## config.mk

```make
export PLATFORM = sky130hd
export DESIGN_NAME = pipe_stage_buf
export DESIGN_NICKNAME = d
export VERILOG_FILES = /design/src/rtl/pipe_stage_buf.sv
export SDC_FILE = /design/constraint.sdc
export NUM_CORES = 1
export LEC_CHECK = 0
export CAP_MARGIN = 20
export CORE_MARGIN = 2
export CORE_UTILIZATION = 35
export DETAILED_ROUTE_END_ITERATION = 7
export GPL_TIMING_DRIVEN = 0
export SYNTH_ARGS = -nofsm -noshare
export SYNTH_HDL_FRONTEND = slang
export SYNTH_SLANG_ARGS = --single-unit
```

## constraint.sdc

```tcl
create_clock -name clk -period 1.95 [get_ports clk]
set_clock_uncertainty 0.05 [all_clocks]
set_input_delay 0.195 -clock clk [delete_from_list [all_inputs] [get_ports clk]]
set_output_delay 0.195 -clock clk [all_outputs]
set_load 0.1 [all_outputs]
```

## src/rtl/pipe_stage_buf.sv

```systemverilog
// Pipeline stage register with valid/ready handshake and a two-entry skid buffer.
// in_ready depends only on stored state, so back-pressure never forms a combinational ready chain.
module pipe_stage_buf #(
    parameter int unsigned     DW      = 32,
    parameter logic [DW-1:0]   NOP_VAL = '0,
    parameter int unsigned     CNT_W   = 16
) (
    input  logic             clk,
    input  logic             reset,
    input  logic             clr,
    input  logic             in_valid,
    output logic             in_ready,
    input  logic [DW-1:0]    in_data,
    output logic             out_valid,
    input  logic             out_ready,
    output logic [DW-1:0]    out_data,
    output logic [1:0]       occupancy,
    output logic [CNT_W-1:0] stall_cnt
);

    // State encoding doubles as the occupancy count and carries both valid bits.
    typedef enum logic [1:0] {
        S_EMPTY = 2'd0,
        S_ONE   = 2'd1,
        S_FULL  = 2'd2
    } state_t;

    state_t            r_state;
    state_t            w_state_nxt;
    logic [DW-1:0]     r_main;
    logic [DW-1:0]     r_skid;
    logic [DW-1:0]     w_main_nxt;
    logic [DW-1:0]     w_skid_nxt;
    logic              w_in_fire;
    logic              w_out_fire;
    logic [CNT_W-1:0]  r_stall_cnt;

    assign w_in_fire  = in_valid & in_ready;
    assign w_out_fire = out_valid & out_ready;

    always_ff @(posedge clk) begin
        if (!reset) begin
            r_state <= S_EMPTY;
        end else if (clr) begin
            r_state <= S_EMPTY;
        end else begin
            r_state <= w_state_nxt;
        end
    end

    // Payload registers are qualified by r_state, so they need no reset.
    always_ff @(posedge clk) begin
        r_main <= w_main_nxt;
        r_skid <= w_skid_nxt;
    end

    always_comb begin
        w_state_nxt = r_state;
        w_main_nxt  = r_main;
        w_skid_nxt  = r_skid;
        case (r_state)
            S_EMPTY: begin
                if (w_in_fire) begin
                    w_state_nxt = S_ONE;
                    w_main_nxt  = in_data;
                end
            end
            S_ONE: begin
                if (w_in_fire && w_out_fire) begin
                    w_main_nxt  = in_data;
                end else if (w_in_fire) begin
                    w_state_nxt = S_FULL;
                    w_skid_nxt  = in_data;
                end else if (w_out_fire) begin
                    w_state_nxt = S_EMPTY;
                end
            end
            S_FULL: begin
                if (w_out_fire) begin
                    w_state_nxt = S_ONE;
                    w_main_nxt  = r_skid;
                end
            end
            default: w_state_nxt = S_EMPTY;
        endcase
    end

    always_comb begin
        in_ready  = (r_state != S_FULL);
        out_valid = (r_state != S_EMPTY);
        out_data  = (r_state != S_EMPTY) ? r_main : NOP_VAL;
        occupancy = r_state;
        stall_cnt = r_stall_cnt;
    end

    always_ff @(posedge clk) begin
        if (!reset) begin
            r_stall_cnt <= '0;
        end else if (out_valid && !out_ready && (r_stall_cnt != {CNT_W{1'b1}})) begin
            r_stall_cnt <= r_stall_cnt + 1'b1;
        end
    end

endmodule

```

* Word-level counts from Yosys, hierarchy flattened
Index checks and enable logic that the tools add are counted.
** Word-level totals
- Logic and storage cells :: 40
- Register bits after elaboration :: 82
- Input bits :: 37
** Operators by class
- Reductions and logical operators :: 11
- Add/subtract/negate cells :: 1
- Bitwise logic cells :: 4
- Muxes and demuxes :: 11
- Eq/ne operators :: 9
** Operators by type and width (number)
- 32-bit two-way mux :: 4
- 32-bit one-hot mux with 3 select lines :: 1
- 16-bit by 1-bit adder with 16-bit output, second input constant :: 1
- 16-bit inequality test, second input constant :: 1
- 2-bit two-way mux :: 5
- 2-bit inequality test, second input constant :: 5
- 4-bit AND reduction :: 2
- 2-bit one-hot mux with 3 select lines :: 1
- 1-bit logical AND :: 3
- 3-bit inequality test, second input constant :: 1
- 3-bit AND reduction :: 1
- 3-bit nonzero test :: 1
- 1-bit bitwise AND :: 2
- 2-bit by 1-bit == test with 1-bit output, second input constant :: 1
- 2-bit == test, second input constant :: 1
- 2-bit logical NOT :: 1
- 1-bit NOT :: 2
- 2-bit nonzero test :: 1
- 2-bit OR reduction :: 1
- 1-bit logical NOT :: 1

* Longest topological paths before layout
Gate-level depths: netlist (run 1).
- Word-level depth :: 6
- Mapped depth :: 6
- Mapped depth without buffers :: 5

* Least setup slack after synthesis (run 1)
Ideal clock, no wire load.
- Path type :: register to output
- From :: register r_state[0] (netlist: occupancy[0])
- To :: output port out_data[10]
- Data arrival time :: 2.914 ns
- Path slack :: -1.209 ns
- Data required time :: 1.705 ns
- Stages on the path, launching flop included :: 5
- Buffers on the path :: 2
- Path through :: dfxtp_1 buf_2 nor2_1 clkbuf_1 nor2b_1
** Between the ends
- Cells in the longest elaborated chain, start to end :: 2
** Ends and longest elaborated chain
- start, declared :: RTL line 28 : state_t r_state;
- start signal, assigned :: RTL line 47 : r_state <= w_state_nxt;
- 2-bit nonzero test :: RTL line 91 : out_data = (r_state != S_EMPTY) ? r_main : NOP_VAL;
- 32-bit two-way mux :: RTL line 91
- end, declared :: RTL line 16 : output logic [DW-1:0] out_data,
Every way passes these cells.

* Worst setup path after layout (run 1)
- From :: register r_state[1] (netlist: occupancy[1])
- To :: output port out_data[0]
The elaborated chain is that of the path after synthesis.

==> metrics.md, run 1 <==
| Metric | Value |
|---|---|
| Final worst slack | `0.00388 ns` |
| Reg2Reg Depth | `5` |
| Register area | `0.00235 sq mm` |
| Clk pwr share | `between 30% and 40%` |
| Final min period | `between 1.5 and 2 ns` |
| Worst setup SP type | `flop` |
| Die Ht | `104 um` |
| Maximum VDD drop | `413 uV` |
| Leak | `1.87 nW` |
| Hold Fails Final Rpt | `0` |
| Fill cells | `913` |
| Yosys top cell area share | `55.0%` |
| Cell variety after synth | `38` |
| Synth area leaders | `edfxtp_1 (55%), dfxtp_1 (10%), mux2_2 (10%)` |
| Core ar. | `0.00973 sq mm` |
| Setup TNS | `0 ns` |
| Root Buffer | `clkbuf_8` |
| Synthesized instance count | `255` |
| Min-delay src | `out_ready` |
| Max Transition Viols Final | `0` |
| Nets | `between 300 and 400` |
| Critical Path RT | `1.70 ns` |
| Syn avg cell area | `13.7 sq um` |
| Tot GR Track Use | `14.2%` |
| GR Overflow Total | `0` |
| Worst-margin pin slew | `0.971 ns` |
| Die Width | `approximately 100 um` |
| Internal Power | `roughly 2.7 mW` |
| Cell area after layout | `approximately 0.0050 sq mm` |
| I/O Pins | `89` |
| Drc violations | `0` |
| Register bit count reported by yosys | `82` |
| Worst reg2reg path startpoint | `occupancy[1]` |
| Net Sw Power | `roughly 1.0 mW` |
| Share of post-route cells with drive strength above 1 | `around 44%` |
| CTS H-tree depth | `3` |
| Global-route wire length before repair | `12.2 mm` |
| Gate power share | `between 10% and 20%` |
| EDFF count, synth | `64` |
| Hold Path End | `occupancy[1]` |
| Maximum buffer depth of the clock tree | `2` |
| Pin count of the biggest net entering global routing | `33` |
| Cell Pwr Density | `752 mW/mm^2` |
| Clock sink count | `82` |
| Clk_lat worst skew | `about 0.35 ns` |
| Max Fclk | `514 MHz` |
| Register-to-register setup slack | `approximately 0.13 ns` |
| Rel. slew slack | `between 30 and 40%` |
| Period utilisation layout | `between 90% and 100%` |
| Post-layout power | `3.78 mW` |
| Largest area contributor in the netlist | `edfxtp_1` |
| DRT iter0 DRCs | `98` |
| Worst path max stage delay | `roughly 0.46 ns` |
| Slowest cell on crit path | `clkdlybuf4s15_2` |
| Reg2reg end | `stall_cnt[12]` |
| Pre-CTS WS | `-0.777 ns` |
| Multi-input gate area in the final layout | `0.00141 sq mm` |
| Syn_nets | `293` |
| Async SR Flop Fraction | `0%` |
| CTS tree | `yes` |
| Synth-to-Final Area Change | `43.9%` |
| Via density | `4.81` |
| Routed WL | `7.36 mm` |
| Num CTS Buffers | `9` |
| Worst Setup End Kind | `primary output` |
| Detailed-route via count | `between 2000 and 2500` |
| Sequential share of the synthesized area | `65.3%` |
| Worst Setup Path Type | `flop to primary output` |
| Final setup viols | `0` |
| Initial Util | `around 36%` |
| Area post-placement | `0.00490 sq mm` |
| Die area | `0.0108 sq mm` |
| Vias in the first global route | `2401` |
| Final ANT Viol Nets | `0` |
| Max Cap Viol | `0` |
| Post-CTS Hold Fix Bufs | `0` |
| Ant diodes | `0` |
| Worst-path clk slew | `approximately 0.09 ns` |
| Syn Std Cell Area | `approximately 0.0035 sq mm` |
| Sw frac | `a little over a quarter` |
| WP data arrival | `1.70 ns` |
| Post-synth top flop | `edfxtp_1` |
| HPWL Detailed | `around 4.9 mm` |
| Outcome | `finished clean` |
| Part of the power in registers | `between 50% and 60%` |
| FP Rows | `36` |
| Initial antenna violation count | `0` |
| Hold Slack | `0.160 ns` |
| Port Buf Inserts | `88` |
| Hold path depth | `2` |
| Routed len/inst | `roughly 15 um` |
| Synthesis Warnings | `0` |
| Drt pass-1 iters | `4` |
| Worst Path Max Fanout | `7` |
| Worst-path cell chain | `buf_6 -> nor2_4 -> buf_4 -> nor2b_2 -> clkdlybuf4s15_2` |
| Worst hold path class | `input port to flop` |
| Gp weighted congestion | `~0.77` |
| RSZ-0062 raised after global routing | `yes` |
routing by layer:
layer  GRT usage [%]  wire length, um  vias to the layer above
met5               0                0                        -
met4            5.79              108                        0
met3            3.38              345                        9
met2            22.1             3290                       69
met1            19.1             3620                     1141
li1                -                -                     1156
cells in the final DEF, fill, tap and decap left out, types with 4 or more instances in the layout:
cell type and instances:
o21ai_0 5, clkbuf_4 10, o31ai_1 6, nand4_1 4, nor2_1 6, edfxtp_1 64
nor2b_4 29, mux2_2 32, buf_2 23, clkbuf_8 11, clkdlybuf4s50_1 35, clkinvlp_4 4
or3_1 4, dfxtp_4 18, buf_6 4, nor3_1 5, nand2b_1 4, nand2_1 10
dlygate4sd2_1 18, or4_1 6, a21oi_1 15
metrics by stage:
stage          util [%]  cells
6_report           51.7    494
3_3_place_gp       50.3    476
4_1_cts            51.1    492
2_1_floorplan         -    255
5_1_grt            51.7    494
3_5_place_dp       50.3    476
how the worst max path moves through the flow:
stage / to / slack [ns] / start
after global placement: out_data[2] / -0.74 / occupancy[0]
after floorplan: out_valid / 0.01 / occupancy[0]
final: out_data[0] / 0.004 / occupancy[1]
after detailed placement: out_data[2] / -0.78 / occupancy[0]
after CTS: out_valid / -0.07 / occupancy[0]
after global routing: out_data[9] / -0.08 / occupancy[1]
repair_timing:
| item | in CTS | in global routing |
|---|---|---|
| resized for setup | 190 | 18 |
| endpoints found under the setup margin | 61 | 94 |
| pin swaps | 0 | 2 |
| buffers inserted | 0 | 2 |
logic make-up (layout without fill, tap and decap cells):
logic type / Yosys count / count (layout) / share of synthesized area [%]
AO/OA/AOI/OAI: 31 / 31 / 5.69
buffers and inverters: 17 / 123 / 2.15
AND/OR/NAND/NOR: 89 / 89 / 15.3
flip-flops: 82 / 82 / 65.3
adder cells (fa/ha/maj): 1 / 1 / 0.358
multiplexers: 35 / 35 / 11.2
synthesized netlist by cell type, drive strengths merged (2+ instances only):
library cell and number:
mux2i 3, o31ai 6, nand2 10, nand4 4, o21ai 5, nor2b 34
nor3 5, edfxtp 64, clkbuf 5, nand3 4, nor4 2, dfxtp 18
or4 6, inv 5, or3 5, nand2b 4, buf 7, nor2 7
mux2 32, a21oi 15
power by group through the flow:
stage | clock (mW) | combinational (mW) | sequential, mW
2_1_floorplan | 0 | 0.390 | 2.00
3_3_place_gp | 0 | 0.579 | 1.99
3_5_place_dp | 0 | 0.583 | 1.99
4_1_cts | 1.32 | 0.561 | 1.95
5_1_grt | 1.38 | 0.594 | 1.96
6_report | 1.27 | 0.564 | 1.95
state kept, by name, summed over array words and instances, names as in the netlist:
register and count:
r_skid 32, stall_cnt 16, r_main 32, occupancy 2
critical path, delay by kind of cell, from the launching register on:
family / cells / cell delay (ns)
buffers and inverters: 3 / 0.74
DFF: 1 / 0.35
and+or+nand+nor: 2 / 0.25
final cells by class:
class,count,share of cell area (%)
Sequential cell,82,46.7
Buffer,12,2.34
Clock buffer,9,2.46
Multi-Input combinational cell,156,28.0
Inverter,5,0.523
Clock inverter,7,1.64
Timing Repair Buffer,90,15.0
Tap cell,133,3.31
Note: power is estimated with default switching activity, not from simulation.
==> run 2, diff against run 1 <==
--- a/config.mk
+++ b/config.mk
@@ -10,6 +10,8 @@
 export CORE_UTILIZATION = 35
 export DETAILED_ROUTE_END_ITERATION = 7
 export GPL_TIMING_DRIVEN = 0
+export SETUP_SLACK_MARGIN = 0.4
+export SLEW_MARGIN = 10
 export SYNTH_ARGS = -nofsm -noshare
 export SYNTH_HDL_FRONTEND = slang
 export SYNTH_SLANG_ARGS = --single-unit
==> metrics.md, run 2 (same netlist as run 1, synthesis figures left out) <==
| Metric | Value |
|---|---|
| Die area | `0.0108 sq mm` |
| Cell Pwr Density | `627 mW/mm^2` |
| Worst path max stage delay | `0.35 ns` |
| Register-to-register setup slack | `0.20 ns` |
| Die Width | `104 um` |
| Worst Path Max Fanout | `9` |
| Final min period | `1.79 ns` |
| Min-delay src | `out_ready` |
| Pre-CTS WS | `-0.508 ns` |
| Worst setup startpoint | `occupancy[1]` |
| Worst-path clk slew | `about 0.080 ns` |
| Fill cells | `roughly 760` |
| Root Buffer | `clkbuf_8` |
| Final ANT Viol Nets | `0` |
| Ant diodes | `0` |
| RSZ-0062 raised after global routing | `yes` |
| Leak | `2.17 nW` |
| Hold Slack | `0.353 ns` |
| Maximum VDD drop | `349 uV` |
| CTS tree | `yes` |
| Hold path depth | `2` |
| Routed WL | `8.62 mm` |
| Worst Setup Path Type | `flop to primary output` |
| Worst-path cell chain | `buf_8 -> nor2_4 -> buf_12 -> clkbuf_16 -> clkinvlp_4 -> buf_6` |
| Initial Util | `between 30% and 40%` |
| Multi-input gate area in the final layout | `0.00167 sq mm` |
| Reg2reg end | `r_main[20]` |
| Num CTS Buffers | `9` |
| DRT iter0 DRCs | `77` |
| Post-layout power | `between 3 and 4 mW` |
| Max Transition Viols Final | `0` |
| Via density | `4.90` |
| Vias in the first global route | `approximately 2600` |
| Pin count of the biggest net entering global routing | `17` |
| Global-route wire length before repair | `13.8 mm` |
| Core ar. | `0.00973 sq mm` |
| Gp weighted congestion | `0.772` |
| Period utilisation layout | `92.0%` |
| I/O Pins | `between 80 and 90` |
| Worst Setup End Kind | `primary output` |
| Critical Path RT | `1.70 ns` |
| Most common library cell in the layout ignoring fill and taps | `edfxtp_1` |
| Initial antenna violation count | `0` |
| Most frequent cells in the layout | `edfxtp_1 (64), buf_12 (37), clkdlybuf4s50_1 (35)` |
| Outcome | `finished clean` |
| Max Fclk | `557 MHz` |
| Share of post-route cells with drive strength above 1 | `between 50% and 60%` |
| Drt pass-1 iters | `4` |
| Register area | `about 0.0023 sq mm` |
| Hold Path End | `occupancy[1]` |
| Worst hold path class | `input port to flop` |
| Maximum buffer depth of the clock tree | `2` |
| Clock sink count | `between 80 and 90` |
| GR Overflow Total | `0` |
| CTS H-tree depth | `3` |
| Post-CTS Hold Fix Bufs | `0` |
| Clk_lat worst skew | `0.36 ns` |
| Max Cap Viol | `0` |
| Final Util | `62.0%` |
| Hold Fails Final Rpt | `0` |
| Slowest cell on crit path | `dfxtp_4` |
| FP Rows | `36` |
| Drc violations | `0` |
| Detailed-route via count | `2529` |
| Synth-to-Final Area Change | `72.6%` |
| Rel. slew slack | `54.4%` |
| Die Ht | `roughly 100 um` |
| HPWL Detailed | `4.98 mm` |
| Reg2Reg Depth | `6` |
| Nets | `~420` |
| Final setup viols | `0` |
| Port Buf Inserts | `88` |
| WP data arrival | `approximately 1.6 ns` |
| Worst setup SP type | `flop` |
| Tot GR Track Use | `16.5%` |
| Worst-margin pin slew | `between 0.6 and 0.7 ns` |
| Routed len/inst | `16.7 um` |
| Worst reg2reg path startpoint | `occupancy[1]` |
| Final worst slack | `0.155 ns` |
run 2: cell types whose count changed in the layout (fill, tap and decap cells not counted), sizes merged, moves of 2 or more:
cell           change
bufbuf             +2
clkbuf             -3
inv                -3
dlygate4sd2       -17
buf               +37
clkdlybuf4s18      +2
clkinv             +4
run 2: what timing repair did:
action	CTS	global route
pin swaps	10	6
endpoints found under the setup margin	159	159
setup buffers	12	4
cloned	8	0
resized for setup	400	36
run 2: where the power goes:
group / total, mW / leakage, nW / internal (mW) / switching [mW]
clock: 1.09 / 0.0826 / 0.457 / 0.632
combinational: 0.740 / 1.32 / 0.338 / 0.402
sequential: 1.95 / 0.766 / 1.93 / 0.0184
run 2: worst max-delay path, delay by kind of cell, from the launching register on:
family	cells	cell delay, ns
flip-flops	1	0.35
buffers and inverters	5	0.72
AND/OR/NAND/NOR	1	0.12
run 2: area by class of cell:
class	count	share of cell area (%)
repair buffers	110	23.9
clock buffers	9	2.05
well taps	133	2.76
plain buffers	12	3.40
clock inverters	7	0.768
inverters	5	0.436
multi-input cells	158	27.7
flip-flops and latches	82	39.0
run 2: routing by layer:
| metal | up-vias | track usage [%] | wire (um) |
|---|---|---|---|
| li1 | 1201 | - | - |
| met4 | 0 | 7.53 | 160 |
| met5 | - | 0 | 0 |
| met1 | 1237 | 20.2 | 3630 |
| met2 | 77 | 28.2 | 4410 |
| met3 | 14 | 3.38 | 413 |
run 2: how the worst max path moves through the flow:
stage / end / cells after the start
floorplan: stall_cnt[12] / 5
global placement: out_valid / 5
detailed placement: out_valid / 5
CTS: out_valid / 6
global route: out_valid / 6
finish: out_valid / 6
run 2: per-stage QoR:
stage	area (sq um)	cells	setup TNS (ns)
after floorplan	4030	255	0
after global placement	5080	476	-17.72
after detailed placement	5080	476	-18.79
after CTS	5960	512	0
after global routing	6030	516	0
final	6030	516	0
==> run 3, diff against run 2 <==
--- a/config.mk
+++ b/config.mk
@@ -7,9 +7,10 @@
 export LEC_CHECK = 0
 export CAP_MARGIN = 20
 export CORE_MARGIN = 2
-export CORE_UTILIZATION = 35
+export CORE_UTILIZATION = 44
 export DETAILED_ROUTE_END_ITERATION = 7
 export GPL_TIMING_DRIVEN = 0
+export PLACE_DENSITY = 0.76
 export SETUP_SLACK_MARGIN = 0.4
 export SLEW_MARGIN = 10
 export SYNTH_ARGS = -nofsm -noshare
==> metrics.md, run 3 (same netlist as run 1, synthesis figures left out) <==
| Metric | Value |
|---|---|
| Die Ht | `roughly 93 um` |
| Most frequent cells in the layout | `edfxtp_1 (64), buf_12 (43), clkdlybuf4s50_1 (35)` |
| Register area | `approximately 0.0023 sq mm` |
| Ant diodes | `0` |
| Hold Fails Final Rpt | `0` |
| Tot GR Track Use | `21.0%` |
| Cell Pwr Density | `between 600 and 700 mW/mm^2` |
| Multi-input gate area in the final layout | `0.00168 sq mm` |
| Pin count of the biggest net entering global routing | `33` |
| Max Fclk | `559 MHz` |
| Worst-margin pin slew | `0.571 ns` |
| WP data arrival | `roughly 2.0 ns` |
| Global-route wire length before repair | `13.9 mm` |
| Worst Path Max Fanout | `6` |
| Final worst slack | `0.160 ns` |
| Worst hold path class | `input port to flop` |
| Pre-CTS WS | `-0.476 ns` |
| DRT iter0 DRCs | `128` |
| Outcome | `finished clean` |
| FP Rows | `32` |
| RSZ-0062 raised after global routing | `yes` |
| Vias in the first global route | `2663` |
| Worst Setup End Kind | `flop` |
| Drc violations | `0` |
| Leak | `2.34 nW` |
| Die area | `roughly 0.0087 sq mm` |
| Most common library cell in the layout ignoring fill and taps | `edfxtp_1` |
| Routed len/inst | `19.6 um` |
| Core ar. | `0.00773 sq mm` |
| Critical Path RT | `2.18 ns` |
| CTS tree | `yes` |
| CTS H-tree depth | `3` |
| I/O Pins | `89` |
| HPWL Detailed | `5.06 mm` |
| Maximum buffer depth of the clock tree | `2` |
| Share of post-route cells with drive strength above 1 | `58.3%` |
| Period utilisation layout | `about nine tenths` |
| Detailed-route via count | `roughly 2600` |
| Root Buffer | `clkbuf_8` |
| Worst Setup Path Type | `flop to flop` |
| GR Overflow Total | `0` |
| Max Transition Viols Final | `0` |
| Nets | `around 430` |
| Rel. slew slack | `61.9%` |
| Routed WL | `just under 10 mm` |
| Via density | `5.31` |
| Clock sink count | `82` |
| Worst-path clk slew | `around 0.09 ns` |
| Initial Util | `between 40 and 50%` |
| Initial antenna violation count | `0` |
| Worst setup SP type | `flop` |
| Final setup viols | `0` |
| Post-CTS Hold Fix Bufs | `0` |
| Hold Slack | `0.341 ns` |
| Final ANT Viol Nets | `0` |
| Fill cells | `387` |
| Clk_lat worst skew | `approximately 0.35 ns` |
| Maximum VDD drop | `418 uV` |
| Gp weighted congestion | `approximately 0.8` |
| Port Buf Inserts | `slightly below 90` |
| Die Width | `93.1 um` |
| Max Cap Viol | `0` |
| Drt pass-1 iters | `4` |
| Synth-to-Final Area Change | `80.4%` |
| Final min period | `between 1.5 and 2 ns` |
| Num CTS Buffers | `9` |
==> run 3: changes by cell type in the layout (fill, tap and decap cells not counted), sizes merged <==
cell / delta
clkinvlp: -2
clkbuf: -3
clkinv: -2
bufinv: +2
buf: +16
a21o: -1
inv: +2
clkdlybuf4s15: +1
clkdlybuf4s18: +2
bufbuf: -2
==> run 3: what timing repair did <==
item                                    4_1_cts  5_1_grt
hold endpoints to repair                      0        0
resized for setup                           402       54
endpoints found under the setup margin      158      158
buffers inserted                             16       13
pin swaps                                     6       14
gates cloned                                  7        1
==> run 3: layer usage <==
layer  part of all wire (%)  GRT usage [%]
met1                     41           28.0
met2                     53           35.1
met3                    4.7           3.87
met4                    1.1           6.62
met5                      0              0
==> run 3: path summary, 6_finish.rpt <==
kind	depth (start not counted)	startpoint	slack, ns	endpoint
worst max-delay path	5	stall_cnt[1]	0.16	stall_cnt[12]
worst min-delay path	2	out_ready	0.34	occupancy[1]
worst max register to register	5	stall_cnt[1]	0.16	stall_cnt[12]
worst min register to register	1	stall_cnt[10]	0.45	stall_cnt[10]
==> run 3: layout make-up <==
class                           count  share of cell area [%]
Sequential cell                    82                    37.3
Multi-Input combinational cell    157                    26.7
Timing Repair Buffer              124                    26.6
Buffer                             12                    3.28
Tap cell                          102                    2.02
Clock buffer                        9                    1.97
Clock inverter                      7                    1.77
Inverter                            5                   0.417
==> run 3: metrics by stage <==
| step | util (%) | total power [mW] | setup TNS [ns] | instances | instance area [sq um] |
|---|---|---|---|---|---|
| 2_1_floorplan | - | 2.42 | 0 | 255 | 4030 |
| 3_3_place_gp | 65.2 | 2.58 | -16.34 | 445 | 5040 |
| 3_5_place_dp | 65.2 | 2.60 | -16.94 | 445 | 5040 |
| 4_1_cts | 78.7 | 4.14 | 0 | 484 | 6080 |
| 5_1_grt | 81.6 | 4.29 | 0 | 498 | 6300 |
| 6_report | 81.6 | 4.18 | 0 | 498 | 6300 |
==> run 3: report_power, final <==
| group | total (mW) | switching [mW] | internal [mW] |
|---|---|---|---|
| registers | 1.96 | 0.0229 | 1.93 |
| logic | 0.771 | 0.415 | 0.356 |
| clock network | 1.45 | 0.705 | 0.746 |
| total | 4.18 | 1.14 | 3.04 |
==> run 3: critical path, cell delays in order (launching register included) <==
cell and delay (ns):
dfxtp_4 0.40, ha_4 0.17, nand2_2 0.08, or4_4 0.58, or3_1 0.32, a21oi_1 0.12
